## config.mk

```make
export PLATFORM = sky130hd
export DESIGN_NAME = pe_serial_mac
export DESIGN_NICKNAME = d
export VERILOG_FILES = /design/src/rtl/pe_pkg.sv /design/src/rtl/pe_shift_add_mult.sv /design/src/rtl/pe_serial_mac.sv
export SDC_FILE = /design/constraint.sdc
export NUM_CORES = 1
export LEC_CHECK = 0
export BUFFER_PORTS_ARGS = -buffer_cell sky130_fd_sc_hd__buf_4
export CORE_MARGIN = 10
export CORE_UTILIZATION = 60
export CTS_CLUSTER_DIAMETER = 100
export DETAILED_ROUTE_END_ITERATION = 12
export GPL_TIMING_DRIVEN = 0
export HOLD_SLACK_MARGIN = 0.06
export PLACE_DENSITY = 0.92
export SYNTH_ARGS = -nofsm -noshare
export SYNTH_HDL_FRONTEND = slang
export SYNTH_HIERARCHICAL = 1
export SYNTH_SLANG_ARGS = --single-unit
```

## constraint.sdc

```tcl
create_clock -name clk -period 9.7 [get_ports clk]
set_input_delay 0.97 -clock clk [delete_from_list [all_inputs] [get_ports clk]]
set_output_delay 0.97 -clock clk [all_outputs]
set_load 0.1 [all_outputs]
```

## src/rtl/pe_pkg.sv

```systemverilog
// Shared types and defaults for the PE bit-serial multiply-accumulate stage.
package pe_pkg;

    localparam int PE_WIDTH     = 8;
    localparam int PE_ACC_WIDTH = 20;
    localparam int PE_CNT_WIDTH = $clog2(PE_WIDTH);

    typedef enum logic [1:0] {
        IDLE,
        MULT,
        DONE
    } state_t;

    // Bit-counter width for a given operand width; never narrower than one bit.
    function automatic int cnt_width(input int width);
        return (width > 1) ? $clog2(width) : 1;
    endfunction

endpackage

```

## src/rtl/pe_shift_add_mult.sv

```systemverilog
// Shift-and-add unsigned multiplier: one multiplier bit per cycle, always WIDTH cycles.
module pe_shift_add_mult
    import pe_pkg::*;
#(
    parameter int WIDTH = PE_WIDTH
) (
    input  logic               clk,
    input  logic               rst,
    input  logic               start,
    input  logic [WIDTH-1:0]   a,
    input  logic [WIDTH-1:0]   b,
    output logic               done,
    output logic [2*WIDTH-1:0] product
);

    localparam int CW = cnt_width(WIDTH);
    localparam logic [CW-1:0] LAST_CNT = CW'(WIDTH - 1);

    logic [WIDTH-1:0]   a_q;
    logic [WIDTH-1:0]   b_q;
    logic [CW-1:0]      cnt;
    logic [2*WIDTH-1:0] partial;
    logic [2*WIDTH-1:0] addend;
    logic               running;

    // product includes the current bit, so it is complete in the same cycle done is high.
    // NOTE: every always_comb output gets a default first so no path can infer a latch.
    always_comb begin
        addend = '0;
        if (b_q[cnt])
            addend = {{WIDTH{1'b0}}, a_q} << cnt;
        product = partial + addend;
        done    = running && (cnt == LAST_CNT);
    end

    // NOTE: sequential state uses non-blocking assignments only, so every register samples pre-edge values.
    always_ff @(posedge clk) begin
        if (rst) begin
            a_q     <= '0;
            b_q     <= '0;
            cnt     <= '0;
            partial <= '0;
            running <= 1'b0;
        end else if (start) begin
            a_q     <= a;
            b_q     <= b;
            cnt     <= '0;
            partial <= '0;
            running <= 1'b1;
        end else if (running) begin
            partial <= product;
            if (done) begin
                cnt     <= '0;
                running <= 1'b0;
            end else begin
                cnt <= cnt + CW'(1);
            end
        end
    end

endmodule

```

## src/rtl/pe_serial_mac.sv

```systemverilog
// PE multiply-accumulate stage: FSM, accumulator with sticky overflow, and both handshakes.
module pe_serial_mac
    import pe_pkg::*;
#(
    parameter int WIDTH     = PE_WIDTH,
    parameter int ACC_WIDTH = PE_ACC_WIDTH
) (
    input  logic                 clk,
    input  logic                 rst,
    input  logic                 in_valid,
    output logic                 in_ready,
    input  logic [WIDTH-1:0]     in_a,
    input  logic [WIDTH-1:0]     in_b,
    input  logic                 in_last,
    output logic                 out_valid,
    input  logic                 out_ready,
    output logic [ACC_WIDTH-1:0] out_acc,
    output logic                 out_ovf,
    output logic                 busy
);

    state_t               state;
    logic [ACC_WIDTH-1:0] acc;
    logic                 ovf;
    logic                 last_q;
    logic                 start;
    logic                 mult_done;
    logic [2*WIDTH-1:0]   product;
    logic [ACC_WIDTH:0]   sum;

    assign start = in_valid && in_ready;

    pe_shift_add_mult #(
        .WIDTH (WIDTH)
    ) u_mult (
        .clk     (clk),
        .rst     (rst),
        .start   (start),
        .a       (in_a),
        .b       (in_b),
        .done    (mult_done),
        .product (product)
    );

    // One extra bit catches the carry out of the accumulator.
    assign sum = {1'b0, acc} + {{(ACC_WIDTH + 1 - 2*WIDTH){1'b0}}, product};

    always_ff @(posedge clk) begin
        if (rst) begin
            state     <= IDLE;
            in_ready  <= 1'b1;
            out_valid <= 1'b0;
            busy      <= 1'b0;
            acc       <= '0;
            ovf       <= 1'b0;
            last_q    <= 1'b0;
        end else begin
            case (state)
                IDLE: begin
                    if (start) begin
                        last_q   <= in_last;
                        state    <= MULT;
                        in_ready <= 1'b0;
                        busy     <= 1'b1;
                    end
                end
                MULT: begin
                    if (mult_done) begin
                        acc <= sum[ACC_WIDTH-1:0];
                        ovf <= ovf | sum[ACC_WIDTH];
                        if (last_q) begin
                            state     <= DONE;
                            out_valid <= 1'b1;
                        end else begin
                            state    <= IDLE;
                            in_ready <= 1'b1;
                            busy     <= 1'b0;
                        end
                    end
                end
                DONE: begin
                    if (out_ready) begin
                        acc       <= '0;
                        ovf       <= 1'b0;
                        out_valid <= 1'b0;
                        state     <= IDLE;
                        in_ready  <= 1'b1;
                        busy      <= 1'b0;
                    end
                end
                default: begin
                    state     <= IDLE;
                    in_ready  <= 1'b1;
                    out_valid <= 1'b0;
                    busy      <= 1'b0;
                end
            endcase
        end
    end

    assign out_acc = acc;
    assign out_ovf = ovf;

endmodule

```

* Word-level counts from Yosys, hierarchy flattened *
Index checks and enable logic that the tools add are counted.
W data, S select, Z words.

cells by class
  $add $sub $neg = 3
  $lt $le $gt $ge = 1
  shift operators = 1
  mux-type cells = 30
  bitwise gates (word level) = 2
  reduce and logical (&&, ||, !) cells = 10
  equality and inequality tests = 8

operator list
  kind                   number
  $mux W20               2
  $pmux W20 S2           1
  $add A20 B16 Y21       1
  $add A16 B16 Y16       1
  $mux W16               1
  $shl A8 B3 Y16         1
  $mux W1                15
  $ne A2 B2 Y1 const B   5
  $pmux W1 S3            3
  $mux W2                4
  $reduce_and A4 Y1      2
  $pmux W2 S3            1
  $reduce_and A3 Y1      2
  $lt A3 B4 Y1 const B   1
  $add A3 B1 Y3 const B  1
  $bmux W1 S3            1
  $eq A3 B3 Y1 const B   1
  $mux W3                1
  $eq A2 B1 Y1 const B   1
  $eq A2 B2 Y1 const B   1
  $logic_and A1 B1 Y1    2
  $logic_not A2 Y1       1
  $pmux W1 S2            1
  $reduce_and A2 Y1      1
  4 further kinds        4

storage, ports and cells
  output and inout bits = 24
  register bits after elaboration = 63
  input port bits = 21
  word-level logic and storage cells = 67

* Depth between registers and ports, before layout *
Gate-level depths: netlist of run 1.

  depth in word-level cells = 8
  depth in mapped cells = 21
  mapped depth without buffers = 18

* By module *
The synthesis of run 1 kept the hierarchy.

modules (own cells, without submodules)
  module             sequential area each (µm²)  instances  area each (µm²)  cells each
  pe_shift_add_mult  720.7                       1          2581.2           319
  pe_serial_mac      540.5                       1          1824.2           211

* Worst setup path before layout of run 1 *
Ideal clock, no wire load.

  kind = reg-to-reg
  start point = register u_mult.cnt[0]
  end point = register acc[17], in the netlist out_acc[17]
  path buffers = 2
  arrival = 4.398 ns
  setup slack = 5.178 ns
  required time = 9.575 ns
  setup time = 0.125 ns
  period minus slack after synthesis = 4.522 ns
  stages on the path, launching flop included = 20
  path through = dfxtp_1 > buf_2 > mux4_2 > nand2b_1 > and2_1 > clkbuf_1 > nor2_1 > ha_1 > a21o_1 > a31o_1 > o311a_1 > or3_4 > xnor2_1 > ha_1 > inv_1 > nor2_1 > a221o_1 > o21a_1 > a211oi_1 > nor3_1

between the ends
  cells in the longest elaborated chain, start to end = 7
  elaborated cells on any way between the ends = 12
  classes of those cells = add/sub: 2; eq/ne: 2; shift: 1; mux: 5; reduce/logical: 2

RTL lines
  what                           RTL line                 text
  start, declared                pe_shift_add_mult.sv:21  logic [CW-1:0] cnt;
  start signal, assigned         pe_shift_add_mult.sv:56  cnt <= cnt + CW'(1);
  $bmux W1 S3                    pe_shift_add_mult.sv:30  if (b_q[cnt])
  $mux W1 (implied by the code)  pe_shift_add_mult.sv:30
  $mux W16 (*)                   pe_shift_add_mult.sv:30
  $add A16 B16 Y16 (*)           pe_shift_add_mult.sv:32  product = partial + addend;
  via product[14]                pe_serial_mac.sv:28      logic [2*WIDTH-1:0] product;
  $add A20 B16 Y21 (*)           pe_serial_mac.sv:46      assign sum = {1'b0, acc} + {{(ACC_WIDTH + 1 - 2*WIDTH){1'b0}}, product};
  $mux W20 (*)                   pe_serial_mac.sv:68      if (mult_done) begin
  $pmux W20 S2 (*)               pe_serial_mac.sv:58      case (state)
  end signal, assigned           pe_serial_mac.sv:69      acc <= sum[ACC_WIDTH-1:0];
  end, declared                  pe_serial_mac.sv:23      logic [ACC_WIDTH-1:0] acc;

The timed path passes the listed nets; every way through them passes the cells marked *. The select of a mux whose other input is x is not followed.
A chain may end at the register's enable or synchronous reset.

* Worst setup path after layout of run 1 *
  start point = register u_mult.cnt[1]
  end point = register acc[14], in the netlist out_acc[14]

The elaborated chain is that of the path after synthesis.

==> results of run 1 <==
[cell families after synthesis]
| kind of cell | share of synthesized area |
|---|---|
| AOI/OAI and AO/OA | 0.249 |
| muxes | 0.0883 |
| and+or+nand+nor | 0.193 |
| xor gates and xnor gates | 0.0318 |
| DFF | 0.286 |
| buffers and inverters | 0.0489 |
| adders and majority gates | 0.103 |
[stage by stage]
stage	area [sq um]	setup slack, ps	std cells	hold WS (ps)	utilization
CTS	5100	4540	688	476	0.707
global route	5100	4060	688	507	0.707
finish	5100	4380	688	480	0.707
floorplan	4410	5180	530	432	-
detailed placement	4850	4640	672	464	0.673
global placement	4850	4720	672	452	0.673
[synthesized netlist by cell type, types with 3 or more instances]
cell | number | area share
nand3_1 | 16 | 0.018
a22o_1 | 7 | 0.014
nand4_1 | 4 | 0.0057
nand2_1 | 30 | 0.026
a31oi_1 | 7 | 0.0099
nor3_1 | 13 | 0.015
nor2b_1 | 5 | 0.0071
buf_6 | 4 | 0.010
o21bai_1 | 5 | 0.0085
nand2b_1 | 4 | 0.0057
xor2_1 | 6 | 0.012
a32o_1 | 4 | 0.0091
a211o_1 | 3 | 0.0060
a21o_1 | 13 | 0.022
and3_1 | 3 | 0.0043
inv_1 | 24 | 0.020
nand3b_1 | 3 | 0.0051
clkbuf_1 | 14 | 0.012
xnor2_1 | 10 | 0.020
and2_1 | 6 | 0.0085
dfxtp_1 | 63 | 0.29
a21oi_1 | 40 | 0.045
mux2i_1 | 31 | 0.070
a22oi_1 | 9 | 0.015
a211oi_1 | 12 | 0.020
ha_1 | 33 | 0.094
o21a_1 | 8 | 0.014
o2111ai_1 | 3 | 0.0060
nor2_1 | 76 | 0.065
o31ai_1 | 4 | 0.0068
buf_2 | 4 | 0.0045
o21ai_0 | 13 | 0.015
mux2_2 | 3 | 0.0077
[final cells by class]
class	instances	area, sq um	share of cell area
Clock inverter	7	128	0.0250
Timing Repair Buffer	43	323	0.0633
Multi-Input combinational cell	419	2930	0.574
Tap cell	99	124	0.0243
Inverter	24	90.1	0.0177
Sequential cell	63	1260	0.247
Buffer	24	125	0.0245
Clock buffer	9	124	0.0243
[power groups by stage]
stage	Combinational [W]	Sequential, W	Clock, W
after floorplan	0.0000591	0.000287	0
after global placement	0.0000869	0.000280	0
after detailed placement	0.0000904	0.000280	0
after CTS	0.0000917	0.000274	0.000299
after global routing	0.000101	0.000275	0.000311
final	0.0000932	0.000275	0.000297
[tightest hold or removal path, delay by kind of cell (launching register included)]
| kind | cells | cell delay [ps] |
|---|---|---|
| AOI/OAI and AO/OA | 1 | 60 |
| DFF | 1 | 320 |
| and+or+nand+nor | 1 | 60 |
[state kept, by name, summed over array words and instances, names as in the netlist]
register and cells:
busy 1, out_acc 20, u_mult/cnt 3, u_mult/partial 16, u_mult/b_q 8, last_q 1, u_mult/a_q 8, out_valid 1
state 2, in_ready 1, u_mult/running 1, out_ovf 1
[metal layers]
| metal | vias up | wire length (microns) |
|---|---|---|
| met4 | 0 | 238 |
| met1 | 2052 | 4960 |
| met5 | - | 0 |
| li1 | 2058 | - |
| met2 | 150 | 5890 |
| met3 | 23 | 724 |
[worst max path at each step]
stage | to | slack [ps] | cells after the start
floorplan | out_acc[17] | 5180 | 19
global placement | out_acc[17] | 4720 | 20
detailed placement | out_acc[17] | 4640 | 20
CTS | out_acc[14] | 4540 | 19
global route | out_acc[17] | 4060 | 20
finish | out_acc[14] | 4380 | 19
==> summary.md, run 1 <==
| Metric | Value |
|---|---|
| Clock sink count | `63` |
| Initial antenna violation count | `0` |
| Number of flops mapped to enable cells by yosys | `0` |
| Slowest Stage Delay on Critical Path | `570 ps` |
| First-pass GRT wire length | `just under 20 mm` |
| Synth Net Count | `586` |
| Critical Path Source Type | `flop` |
| LEAKAGE | `about 2.3 nW` |
| Slowest cell on crit path | `o211ai_1` |
| Worst setup EP type | `flop` |
| Final ANT Viol Nets | `0` |
| Fin crit period | `roughly 5300 ps` |
| Clock power share | `0.447` |
| Hold_buf cts | `0` |
| Overall power | `0.000665 W` |
| Hold EP | `u_mult/partial[6]` |
| WP data arrival | `approximately 5600 ps` |
| CTS H-tree lvls | `3` |
| Rows | `31` |
| Via count | `roughly 4,300` |
| Max-slew headroom | `0.511` |
| DRT Wirelength | `between 10 and 15 mm` |
| Critical Path, Cell by Cell | `clkbuf_1 > buf_2 > mux2i_1 > nor2_1 > a31oi_1 > nor2_1 > ha_1 > nand2_1 > o211ai_1 > a211oi_1 > or3b_1 > and2_1 > ha_1 > o21ai_0 > o32ai_1 > a21oi_1 > o21ai_0 > xnor2_1 > a22o_1` |
| Wire length per cell | `around 17 microns` |
| Setup TNS | `0 ps` |
| Status | `complete, no violations` |
| Most used routing layer | `met2` |
| Via-to-Cell Ratio | `6.23` |
| Worst r2r dst | `out_acc[14]` |
| Clk buf depth | `2` |
| Layout cells sized above 1 | `0.149` |
| Net switching power | `approximately 0.00019 W` |
| Root Driver | `clkbuf_8` |
| TritonCTS buffer count | `9` |
| Area of the mapped netlist | `about 4400 sq um` |
| Die X | `between 100 and 150 microns` |
| Crit path max-delay family | `compound AO/OA/AOI/OAI gates` |
| Register area share after synthesis | `0.286` |
| Fmax | `between 150 and 200 MHz` |
| Starting Density | `0.611` |
| Max Cap Viol | `0` |
| Commonest non-fill, non-tap cell in the layout | `nor2_1` |
| Post-synth cell types | `71` |
| Syn Inst Count | `530` |
| Final Hold Fails | `0` |
| Critical Path Source | `u_mult/cnt[1]` |
| GRT Total Usage | `0.207` |
| Combinational share of power | `0.140` |
| Worst-Skew Late Latency | `about 360 ps` |
| Gpl congestion | `approximately 1` |
| Origin of the critical flop-to-flop path | `u_mult/cnt[1]` |
| R2R depth | `19` |
| Most frequent cells in the layout | `76 x nor2_1, 63 x dfxtp_1, 43 x buf_4, 40 x a21oi_1, 33 x ha_1` |
| First-pass DRT Iterations | `5` |
| IR drop worst, VDD | `0.148 mV` |
| Final period util | `0.549` |
| P_int | `0.000477 W` |
| Clock Skews | `between 9 and 10 ps` |
| Buf/Inv on CP | `2` |
| Routing usage on met3 | `0.0481` |
| DR iter-0 viols | `a little over 300` |
| RSZ-0062 raised after global routing | `no` |
| Area growth syn-to-layout | `15.8%` |
| Final #Nets | `640` |
| # DRC | `0` |
| Dpl hpwl | `about 8.6 mm` |
| N_diodes | `0` |
| Slew Viols, Final | `0` |
| Ys Warns | `6` |
| Slew at the pin closest to its max-slew limit | `about 730 ps` |
| Crit Path Category | `flop to flop` |
| CTS tree | `yes` |
| Port Buffers | `43` |
| Grt ovf | `0` |
| Seq pwr share | `0.413` |
| Switching Share | `0.282` |
| Top FF cell, synth | `dfxtp_1` |
| I/O Pins | `45` |
| Vias in the first global route | `slightly above 4,000` |
| Depth of the worst hold-timing path | `2` |
| Syn Area/Cell | `8.31 sq um` |
| FILL cells | `561` |
| CP required | `9960 ps` |
| Worst-path maximum fanout | `10` |
| Reg clk slew, reported paths | `80 ps` |
| Min-delay src | `u_mult/partial[6]` |
| Min-Delay Path Class | `flop to flop` |
| CTS resizes | `0` |
| Reg2Reg Setup Slack | `approximately 4400 ps` |
| Largest net degree at the start of global routing | `14` |
| Postcts setup bufs | `0` |
| Seq cells post-synth | `63` |
| PwrDens | `130 nW/um^2` |
| Core Box Area | `between 7000 and 8000 sq um` |
| Met1 Use GR | `0.252` |
| Ys async rst share | `0` |
| Die area | `11,200 sq um` |
| Die Y-Extent | `106 microns` |
| Met2 global-route usage | `0.347` |
| Final setup vio count | `0` |
(Power assumes the default switching activity.)
==> inputs of run 2 (changes only) <==
clock period = 4.96 ns   (was 9.7 ns; I/O delays follow)
==> summary.md, run 2 (synthesis gave the netlist of run 1 again) <==
| Metric | Value |
|---|---|
| Final Non-Filler Cells | `687 (-0.15%)` |
| Clock sink count | `63 (unchanged)` |
| Clock Skews | `10.4 ps (+0.613 ps)` |
| # DRC | `0 (unchanged)` |
| Seq pwr share | `0.412 (about the same)` |
| Final Hold Fails | `0 (unchanged)` |
| Dpl hpwl | `8.57 mm (unchanged)` |
| Starting Density | `0.611 (unchanged)` |
| Slowest Stage Delay on Critical Path | `390 ps (-180 ps)` |
| Critical Path, Cell by Cell | `clkbuf_4 > buf_4 > mux2i_1 > mux2i_1 > a21oi_1 > nor2_1 > ha_1 > a21o_1 > a31o_1 > o311a_1 > or3_4 > xnor2_1 > ha_1 > inv_1 > nor2_1 > a221o_1 > o21a_1 > a211oi_1 > nor3_1` |
| Initial antenna violation count | `0 (unchanged)` |
| Commonest non-fill, non-tap cell in the layout | `nor2_1` |
| LEAKAGE | `2.34 nW (+0.77%)` |
| Switching Share | `0.283 (+0.000609)` |
| Net switching power | `0.000369 W (+97%)` |
| Critical Path Source Type | `flop` |
| Setup TNS | `0 ps (unchanged)` |
| Combinational share of power | `0.142 (+0.002)` |
| Port Buffers | `43 (unchanged)` |
| Worst setup EP type | `flop` |
| Overall power | `0.00130 W (+96%)` |
| Reg clk slew, reported paths | `80 ps (about the same)` |
| Final Hold Slack | `366 ps (-114 ps)` |
| Rows | `31 (unchanged)` |
| CTS tree | `yes` |
| CTS H-tree lvls | `3 (unchanged)` |
| CP required | `5210 ps (-4750 ps)` |
| Cells after DPL | `672 (unchanged)` |
| IR drop worst, VDD | `0.275 mV (+85%)` |
| First-pass DRT Iterations | `5 (unchanged)` |
| Die area | `11,200 sq um (unchanged)` |
| Final ANT Viol Nets | `0 (unchanged)` |
| P_int | `0.000935 W (+96%)` |
| Clock power share | `0.446 (about the same)` |
| Slew at the pin closest to its max-slew limit | `727 ps (-6.17 ps)` |
| Slowest cell on crit path | `or3_4` |
| Max reg flops | `20 (unchanged)` |
| Fin crit period | `4750 ps (-571 ps)` |
| Min-Delay Path Class | `primary input to flop` |
| Die X | `106 microns (unchanged)` |
| Core Box Area | `7210 sq um (unchanged)` |
| Wire length per cell | `17.5 microns (+2.2%)` |
| DR iter-0 viols | `377 (+22%)` |
| First-pass GRT wire length | `19.5 mm (+0.46%)` |
| Max Cap Viol | `0 (unchanged)` |
| Slew Viols, Final | `0 (unchanged)` |
| GRT Total Usage | `0.208 (+0.00138)` |
| TritonCTS buffer count | `9 (unchanged)` |
| Met2 global-route usage | `0.346 (-0.000442)` |
| Max-slew headroom | `0.515 (+0.00411)` |
| Most used routing layer | `met2` |
| WP data arrival | `5000 ps (-590 ps)` |
| Vias in the first global route | `4,142 (+1.0%)` |
| Final period util | `0.958 (+0.409)` |
| Status | `complete, no violations` |
| Root Driver | `clkbuf_8` |
| Die Y-Extent | `106 microns (unchanged)` |
| Final setup vio count | `0 (unchanged)` |
| Worst-Skew Late Latency | `360 ps (about the same)` |
| Buf/Inv on CP | `3 (+1)` |
| Clk buf depth | `2 (unchanged)` |
| Grt ovf | `0 (unchanged)` |
| Fin util | `0.714 (+0.00624)` |
| Most frequent cells in the layout | `76 x nor2_1, 63 x dfxtp_1, 45 x buf_4, 38 x a21oi_1, 33 x ha_1` |
| Final #Nets | `639 (-0.16%)` |
| Gpl congestion | `0.973 (unchanged)` |
| Worst-path maximum fanout | `10 (unchanged)` |
| N_diodes | `0 (unchanged)` |
| Layout cells sized above 1 | `0.167 (+0.0173)` |
| Fmax | `210 MHz (+12%)` |
| Routing usage on met3 | `0.0512 (+0.00305)` |
| Met1 Use GR | `0.250 (-0.00216)` |
| I/O Pins | `45 (unchanged)` |
| FILL cells | `546 (-2.7%)` |
| Via-to-Cell Ratio | `6.33 (+1.7%)` |
| Crit Path Category | `flop to flop` |
| RSZ-0062 raised after global routing | `no` |
| Crit path max-delay family | `compound AO/OA/AOI/OAI gates` |
| DRT Wirelength | `12.1 mm (+2.0%)` |
| Via count | `4,348 (+1.5%)` |
| PwrDens | `253 nW/um^2 (+94%)` |
| Largest net degree at the start of global routing | `14 (unchanged)` |
| Area growth syn-to-layout | `16.9%` |
run 2: repair_timing:
item	CTS	global route
setup endpoints to repair	9	10
pin swaps	1	0
cloned	0	0
resized for setup	2	15
buffers inserted	1	0
hold buffers	0	0
run 2: cell type report:
type	instances	area (sq um)	share of cell area
tap	99	124	0.0241
inverter	24	90.1	0.0175
timing repair buffer	44	330	0.0642
clock buffer	9	124	0.0241
clock inverter	7	128	0.0248
sequential	63	1260	0.245
multi-input combinational	419	2960	0.575
buffer	22	131	0.0255
run 2: tightest hold or removal path, stage by stage:
cell     delay, ps
buf_4           80
a21oi_1         50
nor2_1          70
run 2: final timing paths:
kind	from	to	slack [ps]	cells after the start
worst max-delay path	u_mult/cnt[1]	out_acc[17]	210	19
worst min-delay path	in_last	last_q	370	3
worst max register to register	u_mult/cnt[1]	out_acc[17]	210	19
worst min register to register	u_mult/partial[6]	u_mult/partial[6]	480	2
run 2: layer usage:
| layer | vias to the layer above | share of wire |
|---|---|---|
| li1 | 2066 | - |
| met1 | 2069 | 0.40 |
| met2 | 174 | 0.50 |
| met3 | 39 | 0.068 |
| met4 | 0 | 0.030 |
| met5 | - | 0 |
run 2: power groups by stage:
stage          Sequential (W)  Combinational (W)  Clock [W]
2_1_floorplan        0.000562           0.000116          0
3_3_place_gp         0.000547           0.000170          0
3_5_place_dp         0.000548           0.000177          0
4_1_cts              0.000537           0.000179   0.000586
5_1_grt              0.000539           0.000200   0.000607
6_report             0.000537           0.000185   0.000581
run 2: stage by stage:
step | worst slack (ps) | instance area [sq um]
2_1_floorplan | 438 | 4410
3_3_place_gp | -23.4 | 4850
3_5_place_dp | -104 | 4850
4_1_cts | 0.466 | 5110
5_1_grt | 4.09 | 5150
6_report | 209 | 5150
